===== config.mk =====
export PLATFORM = sky130hd
export DESIGN_NAME = proc_sequencer_flat
export DESIGN_NICKNAME = d
export VERILOG_FILES = /design/src/rtl/proc_pkg.sv /design/src/rtl/proc_sequencer_if.sv /design/src/rtl/op_decode.sv /design/src/rtl/proc_sequencer.sv /design/src/flat_wrapper.sv
export SDC_FILE = /design/constraint.sdc
export NUM_CORES = 1
export LEC_CHECK = 0
export CAP_MARGIN = 25
export CORE_MARGIN = 5
export CORE_UTILIZATION = 30
export CTS_BUF_LIST = sky130_fd_sc_hd__clkbuf_8
export DETAILED_ROUTE_END_ITERATION = 8
export SETUP_SLACK_MARGIN = 0.4
export SYNTH_ARGS = -nofsm -noshare
export SYNTH_HDL_FRONTEND = slang
export SYNTH_HIERARCHICAL = 1
export SYNTH_SLANG_ARGS = --single-unit

===== constraint.sdc =====
create_clock -name clk -period 4.4 [get_ports clk]
set_input_delay 1.1 -clock clk [delete_from_list [all_inputs] [get_ports clk]]
set_output_delay 1.1 -clock clk [all_outputs]
set_load 0.02 [all_outputs]

===== src/rtl/proc_pkg.sv =====
// Shared types and constants for the multi-cycle control sequencer:
// state encoding, opcode class boundaries and PC source selects.
package proc_pkg;

  typedef enum logic [2:0] {
    S_IDLE,
    S_FETCH,
    S_DECODE,
    S_EXECUTE,
    S_MEMORY,
    S_WRITEBACK
  } state_e;

  // Opcode classes: 0x0-0x7 R-type, 0x8-0xB I-type, then one opcode each.
  localparam logic [3:0] OP_IMM_FIRST = 4'h8;
  localparam logic [3:0] OP_IMM_LAST  = 4'hB;
  localparam logic [3:0] OP_LOAD      = 4'hC;
  localparam logic [3:0] OP_STORE     = 4'hD;
  localparam logic [3:0] OP_BRANCH    = 4'hE;
  localparam logic [3:0] OP_JUMP      = 4'hF;

  localparam logic [1:0] PC_INC = 2'd0;
  localparam logic [1:0] PC_BR  = 2'd1;
  localparam logic [1:0] PC_JMP = 2'd2;

endpackage


===== src/rtl/proc_sequencer_if.sv =====
// Handshake and control bundle between the sequencer and the datapath /
// memories. The sequencer uses the master view, the datapath the slave view.
interface proc_sequencer_if #(
  parameter int CNT_W = 32
) ();

  logic             run;
  logic [3:0]       opcode;
  logic             alu_flag;
  logic             imem_ack;
  logic             dmem_ack;
  logic             imem_req;
  logic             dmem_req;
  logic             dmem_we;
  logic             ir_load;
  logic             pc_en;
  logic [1:0]       pc_sel;
  logic             imm_sel;
  logic             rf_we;
  logic             wb_sel;
  logic             busy;
  logic [CNT_W-1:0] retired;

  modport master (
    input  run, opcode, alu_flag, imem_ack, dmem_ack,
    output imem_req, dmem_req, dmem_we, ir_load, pc_en, pc_sel,
           imm_sel, rf_we, wb_sel, busy, retired
  );

  modport slave (
    output run, opcode, alu_flag, imem_ack, dmem_ack,
    input  imem_req, dmem_req, dmem_we, ir_load, pc_en, pc_sel,
           imm_sel, rf_we, wb_sel, busy, retired
  );

endinterface


===== src/rtl/op_decode.sv =====
// Purely combinational opcode-to-class decoder. Every opcode belongs to
// exactly one class; I-type ops are also ALU ops and additionally set is_imm.
module op_decode
  import proc_pkg::*;
(
  input  logic [3:0] opcode_i,
  output logic       is_alu_o,
  output logic       is_imm_o,
  output logic       is_load_o,
  output logic       is_store_o,
  output logic       is_branch_o,
  output logic       is_jump_o
);

  assign is_alu_o    = (opcode_i <= OP_IMM_LAST);
  assign is_imm_o    = (opcode_i >= OP_IMM_FIRST) && (opcode_i <= OP_IMM_LAST);
  assign is_load_o   = (opcode_i == OP_LOAD);
  assign is_store_o  = (opcode_i == OP_STORE);
  assign is_branch_o = (opcode_i == OP_BRANCH);
  assign is_jump_o   = (opcode_i == OP_JUMP);

endmodule


===== src/rtl/proc_sequencer.sv =====
// Moore sequencer stepping each instruction through fetch/decode/execute/
// memory/writeback, with memory handshakes and a retired-instruction counter.
module proc_sequencer
  import proc_pkg::*;
#(
  parameter int CNT_W = 32
) (
  input  logic             clk,
  input  logic             rst,
  proc_sequencer_if.master bus
);

  state_e           state_q, state_d;
  logic [3:0]       op_q, op_d;
  logic [CNT_W-1:0] retired_q, retired_d;

  logic [3:0] cur_op;
  logic       is_alu, is_imm, is_load, is_store, is_branch, is_jump;

  logic       imem_req, dmem_req, dmem_we, ir_load, pc_en;
  logic [1:0] pc_sel;
  logic       imm_sel, rf_we, wb_sel;

  // The IR is stable from DECODE on; a private copy keeps later states
  // independent of whatever the datapath does with the IR afterwards.
  assign cur_op = (state_q == S_DECODE) ? bus.opcode : op_q;

  op_decode u_op_decode (
    .opcode_i    (cur_op),
    .is_alu_o    (is_alu),
    .is_imm_o    (is_imm),
    .is_load_o   (is_load),
    .is_store_o  (is_store),
    .is_branch_o (is_branch),
    .is_jump_o   (is_jump)
  );

  always_ff @(posedge clk) begin
    if (rst) begin
      state_q   <= S_IDLE;
      op_q      <= '0;
      retired_q <= '0;
    end else begin
      state_q   <= state_d;
      op_q      <= op_d;
      retired_q <= retired_d;
    end
  end

  always_comb begin
    state_d  = state_q;
    op_d     = op_q;
    imem_req = 1'b0;
    dmem_req = 1'b0;
    dmem_we  = 1'b0;
    ir_load  = 1'b0;
    pc_en    = 1'b0;
    pc_sel   = PC_INC;
    imm_sel  = 1'b0;
    rf_we    = 1'b0;
    wb_sel   = 1'b0;

    unique case (state_q)
      S_IDLE: begin
        if (bus.run) state_d = S_FETCH;
      end
      S_FETCH: begin
        imem_req = 1'b1;
        if (bus.imem_ack) begin
          ir_load = 1'b1;
          state_d = S_DECODE;
        end
      end
      S_DECODE: begin
        op_d = bus.opcode;
        if (is_jump) begin
          pc_en   = 1'b1;
          pc_sel  = PC_JMP;
          state_d = bus.run ? S_FETCH : S_IDLE;
        end else begin
          state_d = S_EXECUTE;
        end
      end
      S_EXECUTE: begin
        imm_sel = is_imm | is_load | is_store;
        if (is_branch) begin
          pc_en   = 1'b1;
          pc_sel  = bus.alu_flag ? PC_BR : PC_INC;
          state_d = bus.run ? S_FETCH : S_IDLE;
        end else if (is_load || is_store) begin
          state_d = S_MEMORY;
        end else if (is_alu) begin
          state_d = S_WRITEBACK;
        end else begin
          state_d = S_IDLE;
        end
      end
      S_MEMORY: begin
        dmem_req = 1'b1;
        dmem_we  = is_store;
        if (bus.dmem_ack) begin
          if (is_store) begin
            pc_en   = 1'b1;
            state_d = bus.run ? S_FETCH : S_IDLE;
          end else begin
            state_d = S_WRITEBACK;
          end
        end
      end
      S_WRITEBACK: begin
        rf_we   = 1'b1;
        wb_sel  = is_load;
        pc_en   = 1'b1;
        state_d = bus.run ? S_FETCH : S_IDLE;
      end
      default: state_d = S_IDLE;
    endcase
  end

  // Every instruction updates the PC exactly once, in its retire cycle.
  assign retired_d = retired_q + CNT_W'(pc_en);

  assign bus.imem_req = imem_req;
  assign bus.dmem_req = dmem_req;
  assign bus.dmem_we  = dmem_we;
  assign bus.ir_load  = ir_load;
  assign bus.pc_en    = pc_en;
  assign bus.pc_sel   = pc_sel;
  assign bus.imm_sel  = imm_sel;
  assign bus.rf_we    = rf_we;
  assign bus.wb_sel   = wb_sel;
  assign bus.busy     = (state_q != S_IDLE);
  assign bus.retired  = retired_q;

endmodule


===== src/flat_wrapper.sv =====
// flat-port wrapper written by rule: the top's interface ports become plain ports
module proc_sequencer_flat import proc_pkg::*;
#(
  parameter int CNT_W = 32
)
  (clk, rst, bus_run, bus_opcode, bus_alu_flag, bus_imem_ack, bus_dmem_ack, bus_imem_req, bus_dmem_req, bus_dmem_we, bus_ir_load, bus_pc_en, bus_pc_sel, bus_imm_sel, bus_rf_we, bus_wb_sel, bus_busy, bus_retired);
  proc_sequencer_if #(.CNT_W(CNT_W)) bus_i ();
  input  logic clk;
  input  logic rst;
  input wire logic [$bits(bus_i.run)-1:0] bus_run;
  input wire logic [$bits(bus_i.opcode)-1:0] bus_opcode;
  input wire logic [$bits(bus_i.alu_flag)-1:0] bus_alu_flag;
  input wire logic [$bits(bus_i.imem_ack)-1:0] bus_imem_ack;
  input wire logic [$bits(bus_i.dmem_ack)-1:0] bus_dmem_ack;
  output wire logic [$bits(bus_i.imem_req)-1:0] bus_imem_req;
  output wire logic [$bits(bus_i.dmem_req)-1:0] bus_dmem_req;
  output wire logic [$bits(bus_i.dmem_we)-1:0] bus_dmem_we;
  output wire logic [$bits(bus_i.ir_load)-1:0] bus_ir_load;
  output wire logic [$bits(bus_i.pc_en)-1:0] bus_pc_en;
  output wire logic [$bits(bus_i.pc_sel)-1:0] bus_pc_sel;
  output wire logic [$bits(bus_i.imm_sel)-1:0] bus_imm_sel;
  output wire logic [$bits(bus_i.rf_we)-1:0] bus_rf_we;
  output wire logic [$bits(bus_i.wb_sel)-1:0] bus_wb_sel;
  output wire logic [$bits(bus_i.busy)-1:0] bus_busy;
  output wire logic [$bits(bus_i.retired)-1:0] bus_retired;
  assign bus_i.run = bus_run;
  assign bus_i.opcode = bus_opcode;
  assign bus_i.alu_flag = bus_alu_flag;
  assign bus_i.imem_ack = bus_imem_ack;
  assign bus_i.dmem_ack = bus_dmem_ack;
  assign bus_imem_req = bus_i.imem_req;
  assign bus_dmem_req = bus_i.dmem_req;
  assign bus_dmem_we = bus_i.dmem_we;
  assign bus_ir_load = bus_i.ir_load;
  assign bus_pc_en = bus_i.pc_en;
  assign bus_pc_sel = bus_i.pc_sel;
  assign bus_imm_sel = bus_i.imm_sel;
  assign bus_rf_we = bus_i.rf_we;
  assign bus_wb_sel = bus_i.wb_sel;
  assign bus_busy = bus_i.busy;
  assign bus_retired = bus_i.retired;
  proc_sequencer #(.CNT_W(CNT_W)) u_core (.clk(clk), .rst(rst), .bus(bus_i));
endmodule

==> flow_metrics.env <==
export IMPL_status="complete, no violations"
export IMPL_ios=53
export IMPL_grt_max_degree=22
export IMPL_grt_util_met1=0.160
export IMPL_yosys_area_top_type="dfxtp_1"
export IMPL_syn_nets=254
export IMPL_timing_final_crit_period_ns=3.88
export IMPL_synth_area_sq_um=2030
export IMPL_critPathMaxFanout=5
export IMPL_first_pass_iters=4
export IMPL_synth_distinct_cells=40
export IMPL_async_reset_ff_frac=0
export IMPL_cts_setup_buffers=0
export IMPL_rsz0062_at_grt="no"
export IMPL_routed_wirelength_um=4990
export IMPL_final_layout_size_suffix_gt1_frac=0.0983
export IMPL_die_y_um=92.3
export IMPL_required_ns=3.30
export IMPL_initialDrtViolationCount=108
export IMPL_cts_tree="done"
export IMPL_numCtsBuffers=5
export IMPL_p_per_area_nw_per_um2=248
export IMPL_yosysTopAreaCellShare=0.385
export IMPL_start_kind="input pin"
export IMPL_synthFlopType="dfxtp_1"
export IMPL_portBuffers=52
export IMPL_min_path_type="reg -> reg"
export IMPL_antenna_found_initial=0
export IMPL_dp_cells=367
export IMPL_cp_slowest_cell="clkdlybuf4s50_1"
export IMPL_ys_seq_elements=39
export IMPL_post_route_drc_count=0
export IMPL_ys_warnings_count=6
export IMPL_fp_dieW_um=92.3
export IMPL_fin_cells=375
export IMPL_syn_inst=241
export IMPL_grt_first_pass_wirelength_um=8560
export IMPL_end_kind="primary output"
export IMPL_gp_congestion=0.807
export IMPL_relSlewSlack=0.472
export IMPL_ys_seq_area_frac=0.385
export IMPL_grt_overflow=0
export IMPL_clk_pin_slew_worst_paths_ns=0.07
export IMPL_peakVddDrop_mv=0.101
export IMPL_synthTopCellsByArea="dfxtp_1 38%, nor2_1 4.8%, mux2_2 4.4%, xnor2_1 3.9%, a21oi_1 3.5%"
export IMPL_fp_dieArea_sq_um=8510
export IMPL_detail_route_antenna_nets=0
export IMPL_synth_avg_cell_area_sq_um=8.42
export IMPL_final_hold_viol_count=0
export IMPL_power_leakage_uw=0.000951
export IMPL_grt_util_all_layers=0.122
export IMPL_clockBufferDepth=2
export IMPL_clock_sinks=39
export IMPL_critPathKind="in -> out"
export IMPL_setup_viol=0
export IMPL_top_usage_layer="met2"
export IMPL_diodes=0
export IMPL_crit_path_cell_trace="clkdlybuf4s50_1, mux2_2, and4b_1, mux2i_1, o22ai_2, clkdlybuf4s15_1"
export IMPL_drv_slew=0
export IMPL_synth_edf_count=0
export IMPL_cp_data_arrival_time_ns=2.78
export IMPL_timing_fmax_mhz=258
export IMPL_dpl_hpwl_um=3680
export IMPL_maxCapViolCount=0
export IMPL_fin_crit_sh=0.882
export IMPL_worst_pin_slew_ns=0.789
export IMPL_skew_ns=0.00390
export IMPL_grt_pass1_vias=1861
export IMPL_max_stage_delay_ns=0.40
export IMPL_area_growth_pct=34.8
export IMPL_initial_core_util=0.304
export IMPL_setup_tns_final_ns=0
export IMPL_core_sq_um=6680
export IMPL_holdWs_ns=0.495
export IMPL_vias=1906
export IMPL_clk_latency_ns=0.29
export IMPL_row_count=30
export IMPL_viasPerCell=5.08
export IMPL_htreeDepth=2
export IMPL_routedWlPerCell_um=13.3
export IMPL_final_nets=307
export IMPL_use_met3=0.0328
export IMPL_root_buffer="clkbuf_8"
export IMPL_grt_util_met2=0.196
==> stage by stage <==
stage	cell area (sq um)	setup WS [ns]	util	total power (uW)
after global placement	2650	0.250	0.396	456
after floorplan	2040	0.507	-	424
final	2740	0.517	0.409	679
after global routing	2740	0.405	0.409	718
after CTS	2730	0.481	0.408	692
after detailed placement	2650	0.198	0.396	457
==> per-layer routing <==
layer,wire [um],share of wire,vias to the layer above
li1,-,-,984
met1,2470,0.50,881
met2,2250,0.45,35
met3,203,0.041,6
met4,61,0.012,0
met5,0,0,-
==> cells in the mapped netlist (8+ instances only) <==
| cell | number |
|---|---|
| nand3_1 | 11 |
| nor2_1 | 26 |
| nand4_1 | 8 |
| inv_1 | 8 |
| o21ai_0 | 9 |
| mux2_2 | 8 |
| nor2b_1 | 8 |
| xnor2_1 | 9 |
| nand2_1 | 13 |
| dfxtp_1 | 39 |
| a21oi_1 | 14 |
==> area by class of cell <==
type	count	area (sq um)
fill	690	3950
multi-input combinational	183	1190
sequential	39	781
timing repair buffer	57	552
tap	80	100
clock buffer	5	68.8
inverter	8	30.0
clock inverter	3	15.0
==> worst max-delay path, delay by kind of cell <==
family	cells	cell delay, ns
buffers and inverters	2	0.74
muxes	2	0.41
and+or+nand+nor	1	0.34
AOI/OAI and AO/OA	1	0.19
==> final timing paths <==
kind | start | end | slack, ns | cells after the start
hold / removal | u_core/bus.retired[31]$_SDFF_PP0_ | u_core/bus.retired[31]$_SDFF_PP0_ | 0.50 | 2
setup reg to reg | u_core/state_q[2]$_SDFFE_PP0P_ | u_core/bus.retired[22]$_SDFF_PP0_ | 0.72 | 12
setup / recovery | bus_opcode[0] | bus_pc_en | 0.52 | 6
hold reg to reg | u_core/bus.retired[31]$_SDFF_PP0_ | u_core/bus.retired[31]$_SDFF_PP0_ | 0.50 | 2
==> cell families after synthesis <==
kind of cell	synth area share
muxes	0.0543
AOI/OAI and AO/OA	0.125
and+or+nand+nor	0.329
buffers and inverters	0.0370
adders and majority gates	0.0185
DFF	0.385
xor gates and xnor gates	0.0518
==> placed cells by master, fill, tap and decap left out, drive strengths merged, types with 2 or more instances in the layout <==
cell / synthesis / routed
nor2b: 8 / 8
and4b: 2 / 2
buf: 6 / 5
or3: 7 / 7
inv: 8 / 8
o31ai: 7 / 7
nand3: 11 / 11
and3: 2 / 2
clkinv: 0 / 3
dfxtp: 39 / 39
clkbuf: 5 / 5
xnor2: 9 / 9
nor4: 7 / 7
o21ai: 9 / 9
mux2i: 2 / 2
o311ai: 2 / 2
and4: 4 / 4
nand2: 13 / 13
mux2: 8 / 8
nand2b: 2 / 2
a21oi: 14 / 14
o41ai: 2 / 2
or2: 4 / 4
and2: 6 / 6
or4: 7 / 7
dlygate4sd2: 0 / 5
clkdlybuf4s50: 0 / 46
xor2: 3 / 3
ha: 3 / 3
nor3: 7 / 7
nand4: 9 / 9
nor2: 26 / 26
==> state kept, by name (all words and copies together) (netlist names) <==
signal	flops
u_core/bus.retired	32
u_core/op_q	4
u_core/state_q	3
==> power by group <==
group	switching [uW]	leakage, uW	total, uW	internal (uW)
Combinational	42.5	0.000589	81.6	39.2
Clock	122	0.0000477	230	108
Sequential	8.58	0.000314	367	358
==> timing repair <==
action                                  in CTS  in global routing
gates resized for setup                      6                  3
hold buffers                                 0                  0
endpoints found under the setup margin       6                  8
Note: power is estimated with default switching activity, not from simulation.
